`config.mk`:
```
export PLATFORM = sky130hd
export DESIGN_NAME = move_collector_flat
export DESIGN_NICKNAME = d
export VERILOG_FILES = /design/src/rtl/move_collector_if.sv /design/src/rtl/move_collector.sv /design/src/flat_wrapper.sv
export SDC_FILE = /design/constraint.sdc
export NUM_CORES = 1
export LEC_CHECK = 0
export ABC_CLOCK_PERIOD_IN_PS = 8600
export CORE_ASPECT_RATIO = 2
export CORE_MARGIN = 4
export CORE_UTILIZATION = 33
export DETAILED_ROUTE_END_ITERATION = 12
export GPL_TIMING_DRIVEN = 0
export PLACE_DENSITY = 0.66
export SLEW_MARGIN = 30
export SYNTH_ARGS = -nofsm -noshare
export SYNTH_HDL_FRONTEND = slang
export SYNTH_SLANG_ARGS = --single-unit
```
`constraint.sdc`:
```
create_clock -name clk -period 8.6 [get_ports clk]
set_clock_uncertainty 0.05 [all_clocks]
set_input_delay 2.15 -clock clk [delete_from_list [all_inputs] [get_ports clk]]
set_output_delay 2.15 -clock clk [all_outputs]
set_load 0.01 [all_outputs]
```
`src/rtl/move_collector_if.sv`:
```
// Handshake bundle between move_collector, the 64 square FIFOs and the move-list consumer.
// master = the collector; slave = the square units plus the consumer.
interface move_collector_if #(
    parameter int unsigned NSQ = 64,
    parameter int unsigned MVW = 19
);
    localparam int unsigned SelW = $clog2(NSQ);

    logic                start;
    logic [NSQ-1:0]      sqEmpty;
    logic [159:0]        sqData;
    logic [SelW-1:0]     sqSel;
    logic [NSQ-1:0]      rden;
    logic [MVW-1:0]      mvOut;
    logic                mvValid;
    logic                mvReady;
    logic [7:0]          mvCount;
    logic                busy;
    logic                finished;

    modport master (
        input  start, sqEmpty, sqData, mvReady,
        output sqSel, rden, mvOut, mvValid, mvCount, busy, finished
    );

    modport slave (
        output start, sqEmpty, sqData, mvReady,
        input  sqSel, rden, mvOut, mvValid, mvCount, busy, finished
    );
endinterface

```
`src/rtl/move_collector.sv`:
```
// Drains the 64 square FIFOs in index order and streams each valid 19-bit move slot out.
// Define MOVE_COLLECTOR_COUNT_EN to build the saturating accepted-move counter on mvCount.
module move_collector #(
    parameter int unsigned NSQ = 64,
    parameter int unsigned MVW = 19
) (
    input logic               clk,
    input logic               reset,
    move_collector_if.master  bus
);
    localparam int unsigned SelW  = $clog2(NSQ);
    localparam int unsigned Slots = 8;
    localparam int unsigned WordW = Slots * MVW;

    typedef enum logic [2:0] {StIdle, StScan, StRead, StLatch, StEmit, StFin} state_e;

    state_e            state_q;
    logic [SelW-1:0]   sel_q;
    logic [WordW-1:0]  word_q;
    logic [Slots-1:0]  mask_q;
    logic [NSQ-1:0]    rden_q;
    logic [MVW-1:0]    mv_out_q;
    logic              mv_valid_q;
    logic              busy_q;
    logic              fin_q;

    logic [Slots-1:0]  latch_mask;
    logic [2:0]        latch_idx;
    logic [MVW-1:0]    latch_slot;
    logic [2:0]        cur_idx;
    logic [Slots-1:0]  rest_mask;
    logic [2:0]        next_idx;
    logic [MVW-1:0]    next_slot;
    logic              accept;
    logic              start_ok;
    logic              unused_hi;

    function automatic logic [2:0] lowest(input logic [Slots-1:0] m);
        lowest = '0;
        for (int k = Slots - 1; k >= 0; k--) begin
            if (m[k]) lowest = 3'(k);
        end
    endfunction

    // Top byte of the FIFO word carries no slot data.
    assign unused_hi = ^bus.sqData[159:WordW];

    always_comb begin
        latch_mask = '0;
        for (int k = 0; k < Slots; k++) begin
            latch_mask[k] = ~bus.sqData[MVW * k + MVW - 1];
        end
        latch_idx  = lowest(latch_mask);
        latch_slot = bus.sqData[MVW * int'(latch_idx) +: MVW];
        cur_idx    = lowest(mask_q);
        rest_mask  = mask_q & ~(8'b1 << cur_idx);
        next_idx   = lowest(rest_mask);
        next_slot  = word_q[MVW * int'(next_idx) +: MVW];
    end

    assign accept   = mv_valid_q & bus.mvReady;
    assign start_ok = bus.start & ((state_q == StIdle) | (state_q == StFin));

    always_ff @(posedge clk or posedge reset) begin
        if (reset) begin
            state_q    <= StIdle;
            sel_q      <= '0;
            word_q     <= '0;
            mask_q     <= '0;
            rden_q     <= '0;
            mv_out_q   <= '0;
            mv_valid_q <= 1'b0;
            busy_q     <= 1'b0;
            fin_q      <= 1'b0;
        end else begin
            rden_q <= '0;
            unique case (state_q)
                StIdle, StFin: begin
                    if (bus.start) begin
                        sel_q   <= '0;
                        state_q <= StScan;
                        busy_q  <= 1'b1;
                        fin_q   <= 1'b0;
                    end
                end
                StScan: begin
                    if (!bus.sqEmpty[sel_q]) begin
                        state_q       <= StRead;
                        rden_q[sel_q] <= 1'b1;
                    end else if (sel_q == SelW'(NSQ - 1)) begin
                        state_q <= StFin;
                        busy_q  <= 1'b0;
                        fin_q   <= 1'b1;
                    end else begin
                        sel_q <= sel_q + 1'b1;
                    end
                end
                StRead: state_q <= StLatch;
                StLatch: begin
                    word_q <= bus.sqData[WordW-1:0];
                    mask_q <= latch_mask;
                    if (latch_mask == '0) begin
                        state_q <= StScan;
                    end else begin
                        state_q    <= StEmit;
                        mv_valid_q <= 1'b1;
                        mv_out_q   <= latch_slot;
                    end
                end
                StEmit: begin
                    if (accept) begin
                        mask_q <= rest_mask;
                        // Empty word: go back and re-check the same square for more words.
                        if (rest_mask == '0) begin
                            state_q    <= StScan;
                            mv_valid_q <= 1'b0;
                            mv_out_q   <= '0;
                        end else begin
                            mv_out_q <= next_slot;
                        end
                    end
                end
                default: state_q <= StIdle;
            endcase
        end
    end

`ifdef MOVE_COLLECTOR_COUNT_EN
    logic [7:0] count_q;

    always_ff @(posedge clk or posedge reset) begin
        if (reset) begin
            count_q <= '0;
        end else if (start_ok) begin
            count_q <= '0;
        end else if (accept && count_q != 8'hFF) begin
            count_q <= count_q + 8'd1;
        end
    end

    assign bus.mvCount = count_q;
`else
    logic unused_start_ok;
    assign unused_start_ok = start_ok;
    assign bus.mvCount     = '0;
`endif

    assign bus.sqSel    = sel_q;
    assign bus.rden     = rden_q;
    assign bus.mvOut    = mv_out_q;
    assign bus.mvValid  = mv_valid_q;
    assign bus.busy     = busy_q;
    assign bus.finished = fin_q;
endmodule

```
`src/flat_wrapper.sv`:
```
// flat-port wrapper written by rule: the top's interface ports become plain ports
module move_collector_flat 
#(
    parameter int unsigned NSQ = 64,
    parameter int unsigned MVW = 19
)
  (clk, reset, bus_start, bus_sqEmpty, bus_sqData, bus_mvReady, bus_sqSel, bus_rden, bus_mvOut, bus_mvValid, bus_mvCount, bus_busy, bus_finished);
  move_collector_if #(.NSQ(NSQ), .MVW(MVW)) bus_i ();
  input logic clk;
  input logic reset;
  input wire logic [$bits(bus_i.start)-1:0] bus_start;
  input wire logic [$bits(bus_i.sqEmpty)-1:0] bus_sqEmpty;
  input wire logic [$bits(bus_i.sqData)-1:0] bus_sqData;
  input wire logic [$bits(bus_i.mvReady)-1:0] bus_mvReady;
  output wire logic [$bits(bus_i.sqSel)-1:0] bus_sqSel;
  output wire logic [$bits(bus_i.rden)-1:0] bus_rden;
  output wire logic [$bits(bus_i.mvOut)-1:0] bus_mvOut;
  output wire logic [$bits(bus_i.mvValid)-1:0] bus_mvValid;
  output wire logic [$bits(bus_i.mvCount)-1:0] bus_mvCount;
  output wire logic [$bits(bus_i.busy)-1:0] bus_busy;
  output wire logic [$bits(bus_i.finished)-1:0] bus_finished;
  assign bus_i.start = bus_start;
  assign bus_i.sqEmpty = bus_sqEmpty;
  assign bus_i.sqData = bus_sqData;
  assign bus_i.mvReady = bus_mvReady;
  assign bus_sqSel = bus_i.sqSel;
  assign bus_rden = bus_i.rden;
  assign bus_mvOut = bus_i.mvOut;
  assign bus_mvValid = bus_i.mvValid;
  assign bus_mvCount = bus_i.mvCount;
  assign bus_busy = bus_i.busy;
  assign bus_finished = bus_i.finished;
  move_collector #(.NSQ(NSQ), .MVW(MVW)) u_core (.clk(clk), .reset(reset), .bus(bus_i));
endmodule
```
Yosys cells after proc, flatten, opt, wreduce, memory -nomap -nowiden
Cells that the tools add are included.
{"block": "word_totals", "regBits": 255, "word_cells": 114}
{"block": "op_classes", "addsub": 1, "n_lt_le_gt_ge": 2, "n_mul": 2, "eq_ne": 14, "shift": 3, "bitwise": 11, "reduce_logical": 13, "muxes": 59}
{"operator": "variable part select 160 x 9 -> 19 bit", "n": 1}
{"operator": "variable part select 152 x 9 -> 19 bit", "n": 1}
{"operator": "2-to-1 mux 64 bit", "n": 2}
{"operator": "2-to-1 mux 3 bit", "n": 30}
{"operator": "2-to-1 mux 19 bit", "n": 3}
{"operator": "case mux 19 bit (2 select lines)", "n": 1}
{"operator": "2-to-1 mux 6 bit", "n": 3}
{"operator": "zero test 8 bit", "n": 2}
{"operator": "multiplier 5 x 3 -> 8 bit (first input constant)", "n": 2}
{"operator": "case mux 8 bit (2 select lines)", "n": 1}
{"operator": "AND reduction 4 bit", "n": 4}
{"operator": "case mux 3 bit (5 select lines)", "n": 1}
{"operator": "case mux 6 bit (2 select lines)", "n": 1}
{"operator": "2-to-1 mux 1 bit", "n": 11}
{"operator": "AND 8 bit", "n": 1}
{"operator": "2-to-1 mux 8 bit", "n": 1}
{"operator": "inequality test 2 x 1 -> 1 bit (second input constant)", "n": 4}
{"operator": "inverter 1 bit", "n": 8}
{"operator": "inverter 8 bit", "n": 1}
{"operator": "<< shifter 1 x 3 -> 8 bit (first input constant)", "n": 1}
{"operator": "< comparator 6 x 7 -> 1 bit (second input constant)", "n": 1}
{"operator": "adder 6 x 1 -> 6 bit (second input constant)", "n": 1}
{"operator": "binary-select mux 1 bit (select 6 bit)", "n": 1}
{"operator": "demux 1 bit (select 6 bit)", "n": 1}
{"operator": "15 further kinds", "n": 22}

Depth between registers and ports, before layout
Gate-level depths: netlist (run 1).
{"block": "logic_depth", "word_depth": 24, "ltp_mapped": 12}

Least setup slack after synthesis (run 1)
OpenSTA, ideal clock, no wires.
{"block": "synth_path", "path_type": "input -> register", "startpoint": "input port bus_sqData[37]", "endpoint": "register u_core.mv_out_q[1], in the netlist u_core.bus.mvOut[1]", "setup_time_ns": 0.126, "setup_slack_ns": 4.374, "stages": 10, "arrival_time_ns": 4.050, "required_time_ns": 8.424, "path_buffers": 3, "cell_sequence": "nand2b_1 -> clkbuf_1 -> nand2_1 -> a41oi_1 -> buf_2 -> buf_2 -> mux2i_1 -> a22oi_1 -> a22o_1 -> o32a_1"}
{"block": "synth_via", "elab_chain_len": 6, "elab_cells_between_ends": 10}
{"item": "start: declaration", "line_no": "flat_wrapper.sv:13", "text": "input wire logic [$bits(bus_i.sqData)-1:0] bus_sqData;"}
{"item": "2-to-1 mux 3 bit (2 in series)", "line_no": "move_collector.sv:41", "text": "if (m[k]) lowest = 3'(k);"}
{"item": "multiplier 5 x 3 -> 8 bit", "line_no": "move_collector.sv:54", "text": "latch_slot = bus.sqData[MVW * int'(latch_idx) +: MVW];"}
{"item": "variable part select 160 x 9 -> 19 bit", "line_no": "move_collector.sv:54"}
{"item": "2-to-1 mux 19 bit", "line_no": "move_collector.sv:102", "text": "if (latch_mask == '0) begin"}
{"item": "case mux 19 bit (2 select lines)", "line_no": "move_collector.sv:77", "text": "unique case (state_q)"}
{"item": "end signal: assignment", "line_no": "move_collector.sv:107", "text": "mv_out_q <= latch_slot;"}
{"item": "end signal: assignment", "line_no": "move_collector.sv:119", "text": "mv_out_q <= next_slot;"}
{"item": "end: declaration", "line_no": "move_collector.sv:22", "text": "logic [MVW-1:0] mv_out_q;"}
Several ways; a longest one is shown, not always the timed one. The select of a mux whose other input is x is not followed.
A chain may end at the register's enable or synchronous reset.

Final worst setup path (run 1)
{"block": "layout_path", "startpoint": "input port bus_sqData[18]", "endpoint": "register u_core.mv_out_q[1], in the netlist u_core.bus.mvOut[1]"}
{"block": "layout_via", "elab_chain_len": 5, "elab_cells_between_ends": 9}
{"item": "2-to-1 mux 3 bit", "line_no": "move_collector.sv:41"}
{"item": "multiplier 5 x 3 -> 8 bit", "line_no": "move_collector.sv:54"}
{"item": "variable part select 160 x 9 -> 19 bit", "line_no": "move_collector.sv:54"}
{"item": "2-to-1 mux 19 bit", "line_no": "move_collector.sv:102"}
{"item": "case mux 19 bit (2 select lines)", "line_no": "move_collector.sv:77"}
Several ways; a longest one is shown, not always the timed one. The select of a mux whose other input is x is not followed.

==> run summary, run 1 <==
setup slack, reg-to-reg -> 4930 ps
TritonCTS Buffers -> 26
hold path endpoint -> u_core.word_q[83]
worst-skew pair later-pin latency -> 570 ps
unrepaired setup endpoints after global routing -> no
port bufs -> 310
Setup crit end kind -> register
crit-path cells -> clkdlybuf4s50_1 -> buf_2 -> nand4_1 -> o21ai_0 -> nand2_1 -> o41ai_2 -> clkbuf_1 -> a22o_1 -> o32a_1
first-pass GRT wire length -> 83.3 mm
Mapped Cells -> 1459
CP startpoint kind -> input pin
# rows -> 102
final setup violation count -> 0
LEAKAGE -> 8.15 nW
Seq/Total Area, Yosys -> 48.5%
Tot Pwr -> 5.87 mW
setup_tns -> 0 ps
commonest non-fill, non-tap cell in the layout -> nand2_1
Post-CTS Setup Bufs -> 0
largest area contributor in the netlist -> dfrtp_1
Final Critical Period -> 5460 ps
clock sink count -> 253
Synth top area share -> 48.5%
boundary pin count -> 328
chip height -> 289 microns
H-tree lvl count -> 1
Synth async-reset ratio -> 100%
Tcrit/Tclk final -> 63.5%
DR pass1 iterations -> 5
most frequent cells in the layout -> nand2_1 (512), clkdlybuf4s50_1 (310), dfrtp_1 (253)
Synth cell types -> 80
Post-CTS Resized -> 0
area grow syn2layout -> 37.7%
layout cells sized above 1 -> 7.21%
Final GP Congestion -> 0.963
initial antenna violation count -> 8
CTS root buf -> clkbuf_16
Starting Density -> 33.5%
Hold Path Stages -> 2
global route overflow -> 0
Max Cap Viol -> 0
Net count, final -> 2043
Core Box Area -> 38900 sq um
R2R Path End -> u_core.bus.mvOut[8]
Hold Path Class -> reg2reg
fmax -> 183 MHz
status -> finished, final reports clean
via count -> 12700
WS Path Type -> in2reg
WL final -> 57.7 mm
Die ar. -> 43000 sq um
antenna viol nets, final -> 0
Top FF cell, synth -> dfrtp_1
CTS Buffer Depth -> 3
Slew HR -> 36.4%
Power Density -> 327 nW/um^2
ranking of synthesized cells by area -> dfrtp_1 (49%), nand2_1 (15%), mux2i_1 (8.1%)
CP max-delay cell -> o21ai_0
Slew @ Worst Pin -> 954 ps
DPL Wire Length -> 44.8 mm
CP peak stage delay -> 700 ps
Initial DRC Count -> 846
CTS tree -> built
worst r2r path cells -> 8
worst path bufs/invs -> 3
Worst path top cell family by delay -> buffers and inverters
Yosys reg bits -> 253
Yosys warning count -> 0
Post-Syn Area -> 13100 sq um
die width -> 149 microns
Max FO, Critical Path -> 10
Worst VDD drop -> 0.209 mV
CP arrival -> 5910 ps
CTS clk-pin slew, worst paths -> 70 ps
vias in the first global route -> 13500
Worst Hold Launch -> u_core.word_q[83]
Total GRT Usage -> 26.2%
syn avg cell area -> 8.94 sq um
max-slew violation count -> 0
hold_buf cts -> 0
largest net degree at the start of global routing -> 32
DRC violations left -> 0
reg-to-reg startpoint -> u_core.state_q[0]
DR WL/cell -> 24.5 microns
Via density -> 5.40
critical path data required time -> 9050 ps
EDFF count, synth -> 0
final hold vios -> 0
Fillers -> 3811
[tightest hold or removal path, stage by stage, from the launching register on]
cell and delay [ps]:
dfrtp_1 340, nand2_1 50, nand2_1 50
[flip-flops by register name (all words and copies together), names as in the netlist]
name                 count
u_core.bus.mvValid       1
u_core.mask_q            8
u_core.word_q          150
u_core.state_q           3
u_core.bus.sqSel         6
u_core.bus.busy          1
u_core.bus.mvOut        19
u_core.bus.finished      1
u_core.bus.rden         64
[cell type report]
| class | instances | area, sq um | area share (%) |
|---|---|---|---|
| antenna | 3 | 7.51 | 0.0418 |
| buffer | 108 | 537 | 2.99 |
| clock buffer | 35 | 724 | 4.03 |
| clock inverter | 11 | 180 | 1.00 |
| inverter | 26 | 101 | 0.564 |
| multi-input combinational | 1079 | 6110 | 34.0 |
| sequential | 253 | 6330 | 35.2 |
| tap | 520 | 651 | 3.62 |
| timing repair buffer | 320 | 3330 | 18.5 |
[stage by stage]
stage | instances | util (%) | hold slack (ps) | setup slack, ps | instance area, sq um
final | 2355 | 46.2 | 426 | 3140 | 18000
after global routing | 2353 | 46.2 | 441 | 3060 | 18000
after CTS | 2352 | 46.1 | 428 | 3170 | 18000
after detailed placement | 2306 | 43.8 | 408 | 2570 | 17100
after global placement | 2296 | 43.2 | 407 | 1050 | 16800
after floorplan | 1466 | - | 387 | 3070 | 13100
[power breakdown]
part           leakage, nW  switching (mW)  internal, mW
registers             3.20           0.275          1.63
logic                 4.53            1.69          1.04
clock network        0.428           0.520         0.714
total                 8.15            2.49          3.38
[synth_stat cells, drive strengths merged, types with 3 or more instances]
library cell    n
nand2         513
dfrtp         253
mux2i         105
nor2           89
a21oi          63
clkbuf         61
buf            47
o21ai          44
o22ai          35
inv            25
a22o           17
a22oi          16
a311o          16
o32a           15
nand3          12
nand4          11
mux4            9
and3            8
mux2            8
nand2b          8
or3             8
nor2b           7
a221oi          5
nand3b          5
o211ai          5
o31ai           5
or3b            5
a31oi           4
nor3            4
nor3b           4
a21o            3
and2            3
o21a            3
o311ai          3
o31a            3
or2             3
[cell families after synthesis]
kind of cell	share of synthesized area (%)
AO/OA/AOI/OAI	13.7
XOR/XNOR	0.0671
adder cells (fa/ha/maj)	0.173
buffers and inverters	4.86
flip-flops	48.5
multiplexers	10.3
other	0.0287
AND/OR/NAND/NOR	22.3
[worst max-delay path by stage]
stage	startpoint	to	slack, ps	cells past startpoint
finish	bus_sqData[18]	u_core.bus.mvOut[1]	3140	9
global route	bus_sqData[18]	u_core.bus.mvOut[0]	3060	9
CTS	bus_sqData[18]	u_core.bus.mvOut[0]	3170	9
detailed placement	bus_sqData[18]	u_core.bus.mvOut[10]	2570	9
global placement	reset	u_core.bus.mvOut[17]	1050	2
floorplan	reset	u_core.bus.busy	3070	1
[metal layers]
metal	track usage, %	wire (microns)	vias to the layer above
li1	-	-	5700
met1	24.5	17900	6080
met2	48.8	30400	676
met3	6.29	4610	248
met4	18.6	4680	6
met5	0	40	-
Power figures use the tool's default switching activity.
==> run 2, diff against run 1 <==
--- a/config.mk
+++ b/config.mk
@@ -5,7 +5,7 @@
 export SDC_FILE = /design/constraint.sdc
 export NUM_CORES = 1
 export LEC_CHECK = 0
-export ABC_CLOCK_PERIOD_IN_PS = 8600
+export ABC_CLOCK_PERIOD_IN_PS = 4800
 export CORE_ASPECT_RATIO = 2
 export CORE_MARGIN = 4
 export CORE_UTILIZATION = 33
==> constraint.sdc (replaced) <==
create_clock -name clk -period 4.8 [get_ports clk]
set_clock_uncertainty 0.05 [all_clocks]
set_input_delay 1.2 -clock clk [delete_from_list [all_inputs] [get_ports clk]]
set_output_delay 1.2 -clock clk [all_outputs]
set_load 0.01 [all_outputs]
==> run summary, run 2 (synthesis gave the netlist of run 1 again) <==
status -> finished, final reports clean
chip height -> 289 microns
CTS tree -> built
Top reg by flops -> u_core.word_q
Slew @ Worst Pin -> 942 ps
WS Path Type -> in2reg
number of flip-flops in the largest register -> 150
post-route cell area -> 18000 sq um
largest net degree at the start of global routing -> 32
Initial DRC Count -> 827
layout cells sized above 1 -> 7.21%
DR WL met3 -> 4.61 mm
Slew HR -> 37.2%
hold_buf cts -> 0
H-tree lvl count -> 1
met2 wire length -> 30.3 mm
Met1 Wirelength -> 18.0 mm
vias in the first global route -> 13500
Setup crit end kind -> register
worst-skew pair later-pin latency -> 570 ps
CP peak stage delay -> 710 ps
# rows -> 102
unrepaired setup endpoints after global routing -> no
top routing layer used -> met5
die width -> 149 microns
Die ar. -> 43000 sq um
final setup violation count -> 0
port bufs -> 310
Final Critical Period -> 4540 ps
Tcrit/Tclk final -> 94.6%
CP startpoint kind -> input pin
Max Cap Viol -> 0
initial antenna violation count -> 8
clock sink count -> 253
boundary pin count -> 328
Final GP Congestion -> 0.963
Max FO, Critical Path -> 10
Core Box Area -> 38900 sq um
Starting Density -> 33.5%
commonest non-fill, non-tap cell in the layout -> nand2_1
Post-CTS Resized -> 0
DPL Wire Length -> 44.8 mm
Total GRT Usage -> 26.2%
critical path data required time -> 5230 ps
CTS root buf -> clkbuf_16
WL final -> 57.7 mm
placed instance area -> 17100 sq um
LEAKAGE -> 8.15 nW
CP max-delay cell -> o21ai_0
Hold Path Class -> reg2reg
global route overflow -> 0
Power Density -> 585 nW/um^2
TritonCTS Buffers -> 26
Tot Pwr -> 10.5 mW
fmax -> 220 MHz
area grow syn2layout -> 37.7%
multi-input logic area -> 6110 sq um
crit-path cells -> clkdlybuf4s50_1 -> buf_2 -> nand4_1 -> o21ai_0 -> nand2_1 -> o41ai_2 -> clkbuf_1 -> a22o_1 -> o32a_1
final hold vios -> 0
worst r2r path cells -> 8
DRC violations left -> 0
Hold Path Stages -> 2
Post-CTS Setup Bufs -> 0
Fillers -> 3811
via count -> 12800
register area -> 6330 sq um
first-pass GRT wire length -> 83.3 mm
Worst VDD drop -> 0.369 mV
hold_ws -> 426 ps
max-slew violation count -> 0
antenna viol nets, final -> 0
Net count, final -> 2043
CTS Buffer Depth -> 3
most frequent cells in the layout -> nand2_1 (512), clkdlybuf4s50_1 (310), dfrtp_1 (253)
Via density -> 5.42
CTS clk-pin slew, worst paths -> 60 ps
DR pass1 iterations -> 7
DR WL/cell -> 24.5 microns
CP arrival -> 4970 ps
[run 2: stage by stage]
stage,setup TNS [ps],worst slack (ps),utilization (%),std cells
after global routing,0,212,46.2,2353
after CTS,0,324,46.1,2352
after detailed placement,-2620,-277,43.8,2306
after floorplan,0,220,-,1466
after global placement,-449120,-1800,43.2,2296
final,0,261,46.2,2355
[run 2: power by group]
| group | leakage, nW | internal [mW] | switching, mW | total [mW] |
|---|---|---|---|---|
| logic | 4.53 | 1.87 | 3.03 | 4.90 |
| clock network | 0.428 | 1.28 | 0.930 | 2.21 |
| registers | 3.20 | 2.92 | 0.490 | 3.40 |
| total | 8.15 | 6.06 | 4.45 | 10.5 |
[run 2: routing by layer]
| metal | track usage [%] | vias up |
|---|---|---|
| met5 | 0 | - |
| met4 | 18.8 | 6 |
| met3 | 6.37 | 244 |
| met2 | 48.7 | 731 |
| met1 | 24.4 | 6094 |
| li1 | - | 5697 |
[run 2: final timing paths]
kind                                    from                    to  slack [ps]
setup / recovery              bus_sqData[18]   u_core.bus.mvOut[0]         260
hold / removal             u_core.word_q[83]     u_core.word_q[83]         430
setup reg to reg           u_core.state_q[0]  u_core.bus.mvOut[10]        1180
hold reg to reg            u_core.word_q[83]     u_core.word_q[83]         430
max in group asynchronous              reset    u_core.word_q[116]        2620
min in group asynchronous              reset     u_core.word_q[44]         960
[run 2: critical path: cells and delay by family]
kind / cells / cell delay [ps]
compound gates: 4 / 1420
buf+inv: 3 / 1580
simple gates: 2 / 770
[run 2: final cells by class]
type / instances / area share (%)
diodes: 3 / 0.0418
plain buffers: 108 / 2.99
clock buffers: 35 / 4.03
clock inverters: 11 / 1.00
inverters: 26 / 0.564
multi-input cells: 1079 / 34.0
flip-flops and latches: 253 / 35.2
well taps: 520 / 3.62
repair buffers: 320 / 18.5
